<file path="src/rtl/dispatch_alloc_ctrl_pkg.sv">
// Shared record/state types and default sizing for the dispatch allocation controller.
package dispatch_alloc_ctrl_pkg;
    localparam int ROB_DEPTH_DEF = 32;
    localparam int LQ_DEPTH_DEF  = 8;
    localparam int SQ_DEPTH_DEF  = 8;
    localparam int BQ_DEPTH_DEF  = 8;
    localparam int ID_W_DEF      = 8;

    typedef struct packed {
        logic lq;
        logic sq;
        logic bq;
    } alloc_rec_t;

    typedef enum logic {
        IDLE    = 1'b0,
        RECOVER = 1'b1
    } alloc_state_e;

    // Credit count after one grant and up to two releases; negative means underflow.
    function automatic int creditNet(input int cnt, input logic inc, input logic decA, input logic decB);
        return cnt + int'(inc) - int'(decA) - int'(decB);
    endfunction
endpackage

</file>
<file path="src/rtl/dispatch_alloc_ctrl_alloc_ring.sv">
// Per-slot resource record file: one write port at tail, async reads at head and tail-1.
module alloc_ring
    import dispatch_alloc_ctrl_pkg::*;
#(
    parameter int DEPTH = ROB_DEPTH_DEF,
    parameter int IDX_W = $clog2(ROB_DEPTH_DEF)
) (
    input  logic             clk,
    input  logic             wrEn_i,
    input  logic [IDX_W-1:0] wrIdx_i,
    input  alloc_rec_t       wrData_i,
    input  logic [IDX_W-1:0] headIdx_i,
    output alloc_rec_t       headRec_o,
    input  logic [IDX_W-1:0] tailIdx_i,
    output alloc_rec_t       tailRec_o
);
    // Contents of unoccupied slots are don't-care, so the array needs no reset.
    alloc_rec_t mem [DEPTH];

    always_ff @(posedge clk) begin
        if (wrEn_i) begin
            mem[wrIdx_i] <= wrData_i;
        end
    end

    assign headRec_o = mem[headIdx_i];
    assign tailRec_o = mem[tailIdx_i];
endmodule

</file>
<file path="src/rtl/dispatch_alloc_ctrl.sv">
// Grants ROB slots and LQ/SQ/BQ credits at dispatch, frees them at commit, and walks back squashed records.
module dispatch_alloc_ctrl
    import dispatch_alloc_ctrl_pkg::*;
#(
    parameter int ROB_DEPTH = ROB_DEPTH_DEF,
    parameter int LQ_DEPTH  = LQ_DEPTH_DEF,
    parameter int SQ_DEPTH  = SQ_DEPTH_DEF,
    parameter int BQ_DEPTH  = BQ_DEPTH_DEF,
    parameter int ID_W      = ID_W_DEF
) (
    input  logic                         clk,
    input  logic                         rstn,
    input  logic                         alloc_valid_i,
    input  logic [ID_W-1:0]              alloc_id_i,
    input  logic                         alloc_uses_lq_i,
    input  logic                         alloc_uses_sq_i,
    input  logic                         alloc_uses_bq_i,
    output logic                         alloc_ready_o,
    input  logic                         commit_valid_i,
    input  logic                         squash_valid_i,
    input  logic [ID_W-1:0]              squash_id_i,
    output logic [$clog2(ROB_DEPTH):0]   rob_cnt_o,
    output logic [$clog2(LQ_DEPTH):0]    lq_cnt_o,
    output logic [$clog2(SQ_DEPTH):0]    sq_cnt_o,
    output logic [$clog2(BQ_DEPTH):0]    bq_cnt_o,
    output logic                         recovering_o,
    output logic                         err_o
);
    localparam int IDX_W = $clog2(ROB_DEPTH);
    localparam int ROB_W = IDX_W + 1;
    localparam int LQ_W  = $clog2(LQ_DEPTH) + 1;
    localparam int SQ_W  = $clog2(SQ_DEPTH) + 1;
    localparam int BQ_W  = $clog2(BQ_DEPTH) + 1;
    localparam logic [ID_W-1:0] ID_ONE = ID_W'(1);

    alloc_state_e    state_q, state_d;
    logic [ID_W-1:0] head_q, head_d, tail_q, tail_d, target_q, target_d;
    logic [ROB_W-1:0] robCnt_q, robCnt_d;
    logic [LQ_W-1:0] lqCnt_q, lqCnt_d;
    logic [SQ_W-1:0] sqCnt_q, sqCnt_d;
    logic [BQ_W-1:0] bqCnt_q, bqCnt_d;
    logic            recovering_q, err_q, err_d;

    logic [ID_W-1:0] occupancy, tailPrev, squashTarget, squashDist, latchedDist;
    logic            squashLegal, fire, commitOk, walk, ctrlErr, creditUnderflow;
    alloc_rec_t      wrRec, headRec, tailRec;
    int              lqNet, sqNet, bqNet;

    assign occupancy    = tail_q - head_q;
    assign tailPrev     = tail_q - ID_ONE;
    assign squashTarget = squash_id_i + ID_ONE;
    assign squashDist   = squashTarget - head_q;
    assign latchedDist  = target_q - head_q;
    assign squashLegal  = squashDist <= occupancy;
    assign commitOk     = commit_valid_i && (occupancy != '0);

    // No bypass of credits freed this cycle: ready looks only at registered counts.
    assign alloc_ready_o = (state_q == IDLE) && !squash_valid_i
                         && (robCnt_q < ROB_W'(ROB_DEPTH))
                         && (!alloc_uses_lq_i || (lqCnt_q < LQ_W'(LQ_DEPTH)))
                         && (!alloc_uses_sq_i || (sqCnt_q < SQ_W'(SQ_DEPTH)))
                         && (!alloc_uses_bq_i || (bqCnt_q < BQ_W'(BQ_DEPTH)));
    assign fire  = alloc_valid_i && alloc_ready_o;
    assign wrRec = '{lq: alloc_uses_lq_i, sq: alloc_uses_sq_i, bq: alloc_uses_bq_i};

    alloc_ring #(.DEPTH(ROB_DEPTH), .IDX_W(IDX_W)) u_ring (
        .clk       (clk),
        .wrEn_i    (fire),
        .wrIdx_i   (tail_q[IDX_W-1:0]),
        .wrData_i  (wrRec),
        .headIdx_i (head_q[IDX_W-1:0]),
        .headRec_o (headRec),
        .tailIdx_i (tailPrev[IDX_W-1:0]),
        .tailRec_o (tailRec)
    );

    always_comb begin
        state_d  = state_q;
        head_d   = head_q;
        tail_d   = tail_q;
        target_d = target_q;
        walk     = 1'b0;
        ctrlErr  = 1'b0;
        if (fire) begin
            tail_d = tail_q + ID_ONE;
            if (alloc_id_i != tail_q) ctrlErr = 1'b1;
        end
        if (commit_valid_i) begin
            if (commitOk) head_d = head_q + ID_ONE;
            else          ctrlErr = 1'b1;
        end
        case (state_q)
            IDLE: begin
                if (squash_valid_i) begin
                    if (!squashLegal)                ctrlErr = 1'b1;
                    else if (squashTarget != tail_q) begin
                        state_d  = RECOVER;
                        target_d = squashTarget;
                    end
                end
            end
            RECOVER: begin
                if (squash_valid_i) begin
                    if (!squashLegal)                      ctrlErr = 1'b1;
                    else if (squashTarget == tail_q)       state_d = IDLE;
                    else if (squashDist < latchedDist)     target_d = squashTarget;
                end
                // A commit that reaches the walking tail means head overran the target.
                if (state_d == RECOVER) begin
                    if (tail_q == head_d) begin
                        state_d = IDLE;
                        ctrlErr = 1'b1;
                    end else begin
                        walk   = 1'b1;
                        tail_d = tailPrev;
                        if (tailPrev == target_d) begin
                            state_d = IDLE;
                        end else if (tailPrev == head_d) begin
                            state_d = IDLE;
                            ctrlErr = 1'b1;
                        end
                    end
                end
            end
            default: state_d = IDLE;
        endcase
    end

    always_comb begin
        lqNet = creditNet(int'(lqCnt_q), fire & alloc_uses_lq_i, commitOk & headRec.lq, walk & tailRec.lq);
        sqNet = creditNet(int'(sqCnt_q), fire & alloc_uses_sq_i, commitOk & headRec.sq, walk & tailRec.sq);
        bqNet = creditNet(int'(bqCnt_q), fire & alloc_uses_bq_i, commitOk & headRec.bq, walk & tailRec.bq);
        creditUnderflow = (lqNet < 0) || (sqNet < 0) || (bqNet < 0);
        lqCnt_d  = (lqNet < 0) ? '0 : LQ_W'(lqNet);
        sqCnt_d  = (sqNet < 0) ? '0 : SQ_W'(sqNet);
        bqCnt_d  = (bqNet < 0) ? '0 : BQ_W'(bqNet);
        robCnt_d = ROB_W'(tail_d - head_d);
        err_d    = err_q | ctrlErr | creditUnderflow;
    end

    always_ff @(posedge clk) begin
        if (!rstn) begin
            state_q      <= IDLE;
            head_q       <= '0;
            tail_q       <= '0;
            target_q     <= '0;
            robCnt_q     <= '0;
            lqCnt_q      <= '0;
            sqCnt_q      <= '0;
            bqCnt_q      <= '0;
            recovering_q <= 1'b0;
            err_q        <= 1'b0;
        end else begin
            state_q      <= state_d;
            head_q       <= head_d;
            tail_q       <= tail_d;
            target_q     <= target_d;
            robCnt_q     <= robCnt_d;
            lqCnt_q      <= lqCnt_d;
            sqCnt_q      <= sqCnt_d;
            bqCnt_q      <= bqCnt_d;
            recovering_q <= (state_d == RECOVER);
            err_q        <= err_d;
        end
    end

    assign rob_cnt_o    = robCnt_q;
    assign lq_cnt_o     = lqCnt_q;
    assign sq_cnt_o     = sqCnt_q;
    assign bq_cnt_o     = bqCnt_q;
    assign recovering_o = recovering_q;
    assign err_o        = err_q;
endmodule

</file>
<file path="config.mk">
export PLATFORM = sky130hd
export DESIGN_NAME = dispatch_alloc_ctrl
export DESIGN_NICKNAME = d
export VERILOG_FILES = /design/src/rtl/dispatch_alloc_ctrl_pkg.sv /design/src/rtl/dispatch_alloc_ctrl_alloc_ring.sv /design/src/rtl/dispatch_alloc_ctrl.sv
export SDC_FILE = /design/constraint.sdc
export NUM_CORES = 1
export LEC_CHECK = 0
export ABC_AREA = 1
export ABC_CLOCK_PERIOD_IN_PS = 7400
export CORE_MARGIN = 10
export CORE_UTILIZATION = 50
export DETAILED_ROUTE_END_ITERATION = 10
export HOLD_SLACK_MARGIN = 0.02
export PLACE_DENSITY_LB_ADDON = 0.05
export SYNTH_ARGS = -nofsm -noshare
export SYNTH_HDL_FRONTEND = slang
export SYNTH_HIERARCHICAL = 1
export SYNTH_SLANG_ARGS = --single-unit
</file>
<file path="constraint.sdc">
create_clock -name clk -period 7.4 [get_ports clk]
set_clock_uncertainty 0.1 [all_clocks]
set_input_delay 1.85 -clock clk [delete_from_list [all_inputs] [get_ports clk]]
set_output_delay 1.85 -clock clk [all_outputs]
set_load 0.1 [all_outputs]
</file>
==> run summary <==
FMAX: 146 MHz
Initial Util: 51.1%
Predominant post-synthesis flop cell: edfxtp_1
Top sig layer: met4
Clock Path Buffers: 2
Initial DRT Pass Iterations: 7
Unrepaired setup endpoints after global routing: no
Ys Warns: 6
Routed WL: 31.4 mm
Gpl congestion: 0.929
Yosys reg bits: 140
Total number of vias: 9711
Number of clock sinks: 140
Asr flop ratio synth: 0%
Final min period: 6.86 ns
Final Slew Violations: 0
Final TNS setup: 0 ns
Die width: 164 um
Worst setup EP type: flip-flop
Cells after Synth: 1439
Min Hold Slack: 0.406 ns
Final nets: 1572
I/O pin cnt: 45
Post-DP HPWL: 22.0 mm
Cell Pwr Density: 424 mW/mm2
Largest net degree at the start of global routing: 58
Slew HR: 20.8%
CTS Root Cell: clkbuf_16
Layout fillers: 1964
Area leader, netlist: edfxtp_1
Vias in the first global route: 9092
Final ANT Viol Nets: 0
ANT cells: 0
CTS buffer count: 17
Metal2 WL: 14.8 mm
Crit path kind: in2reg
Placed inst area: 0.0110 mm2
GRT Util Overall: 23.1%
Number of flops mapped to enable cells by yosys: 96
Status: finished clean
CTS tree: yes
Req. time, crit path: 7.62 ns
Core area: 0.0204 mm2
Area growth syn-to-layout: 11.4%
First-pass GRT wire length: 48.9 mm
Total chip power: 4910 uW
Syn Nets: 1542
Critical path's slowest cell: clkdlybuf4s50_1
Clock transition at the registers of the reported paths: 0.07 ns
Share of post-route cells with drive strength above 1: 6.48%
Setup Buffers After CTS: 0
Synthesized cell area: 0.0104 mm2
Synth top area cells: edfxtp_1 (28%), nand2_1 (18%), nand3_1 (11%)
Initial drt markers: 921
Yosys cell types: 43
Design area: 0.0116 mm2
Crit path top cell by count: nand2_1
Initial antenna violation count: 0
Post-DR vias/cell: 5.54
Met3 wire len: 1.94 mm
Count leader, synth: nand2_1
Setup-failing EPs final: 0
Fin crit share: 92.7%
H-tree Lvls: 4
Worst Path Arrival: 7.08 ns
Max cap viols: 0
Most frequent cells after synthesis: nand2_1 (490), nand3_1 (238), inv_1 (143), edfxtp_1 (96), nor2_1 (88)
Least-Margin Pin Slew: 1.19 ns
Post-synth top area share: 27.7%
Synthesized area per cell: 7.23 um2
Port-buffer cells: 44
Peak VDD IR: 0.000214 V
Die Y-Extent: 164 um
Final hold viol count: 0
Total gr overflow: 0
Row cnt: 52
Worst setup SP type: input pin
Met1 wire length: 13.8 mm
Cts hold-fix bufs: 0
CTS resizes: 0
Die area: 0.0270 mm2
CP peak stage delay: 0.52 ns
Max Fanout on Critical Path: 16
Worst skew pair latency: 0.43 ns
Avg WL per Cell: 17.9 um
Drc violations: 0
Worst Hold Class: reg2reg
Register area share after synthesis: 36.2%
Leakage power: 0.00520 uW
==> worst paths after layout <==
path | start | end | slack [ns] | cells past startpoint
worst min-delay path | target_q[0]$_SDFFE_PN0P_ | target_q[0]$_SDFFE_PN0P_ | 0.41 | 2
worst max register to register | head_q[2]$_SDFF_PN0_ | rob_cnt_o[5]$_SDFF_PN0_ | 2.14 | 35
worst min register to register | target_q[0]$_SDFFE_PN0P_ | target_q[0]$_SDFFE_PN0P_ | 0.41 | 2
worst max-delay path | squash_id_i[0] | rob_cnt_o[5]$_SDFF_PN0_ | 0.54 | 38
==> area by class of cell <==
class / count / area, um2 / share of cell area (%)
clock buffers: 19 / 433 / 3.73
clock inverters: 13 / 116 / 1.00
inverters: 148 / 556 / 4.79
multi-input cells: 1100 / 5810 / 50.1
flip-flops and latches: 140 / 3760 / 32.5
well taps: 270 / 338 / 2.91
repair buffers: 62 / 573 / 4.94
==> where the power goes <==
part | total [uW] | switching (uW) | internal (uW) | leakage, uW
clock | 818 | 356 | 463 | 0.000250
sequential | 1000 | 88.4 | 912 | 0.00123
combinational | 3090 | 2120 | 976 | 0.00372
==> worst max-delay path: cells and delay by family <==
family	cells	cell delay [ns]
compound gates	11	1.56
simple gates	15	1.27
fa+ha+maj	4	1.12
buf+inv	6	0.89
xor+xnor	2	0.42
==> placed cells by master (no fill, tap or decap), drive strengths merged, types with 2 or more instances in the layout <==
master         count
nor3               8
clkinvlp           6
nor2              92
clkinv             4
a31oi              8
a211oi             2
fa                 7
nand3            242
nor4               2
edfxtp            96
nand2            510
nand3b             5
ha                72
or2                6
nand4             19
o21a               3
inv              150
xnor2             20
o21bai             2
buf               19
clkdlybuf4s50     43
dfxtp             44
xor2              29
and2               3
clkbuf            19
a21oi             46
o21ai             18
a21o               2
==> logic make-up after synthesis <==
logic type | count (synthesis) | synth area share [%]
xor gates and xnor gates | 49 | 4.20
buffers and inverters | 199 | 8.03
adders and majority gates | 79 | 10.0
DFF | 140 | 36.2
and+or+nand+nor | 888 | 36.9
AOI/OAI and AO/OA | 84 | 4.70
==> flip-flops by register name, summed over array words and instances, names as in the netlist, 4 cells and up <==
signal,count
head_q,8
target_q,8
tail_q,8
u_ring/mem,96
rob_cnt_o,6
bq_cnt_o,4
lq_cnt_o,4
sq_cnt_o,4
==> routing by layer <==
metal	vias up	global-route usage, %
met5	-	0
met2	340	37.6
li1	4785	-
met3	63	3.80
met1	4523	29.9
met4	0	8.90
==> per-stage QoR <==
step | utilization, % | worst slack (ns) | instances
3_5_place_dp | 54.2 | 0.128 | 1720
5_1_grt | 56.9 | 0.108 | 1752
4_1_cts | 56.9 | 0.565 | 1752
2_1_floorplan | - | 1.07 | 1439
3_3_place_gp | 54.2 | 0.236 | 1720
6_report | 56.9 | 0.541 | 1752
Note: power is estimated with default switching activity, not from simulation.
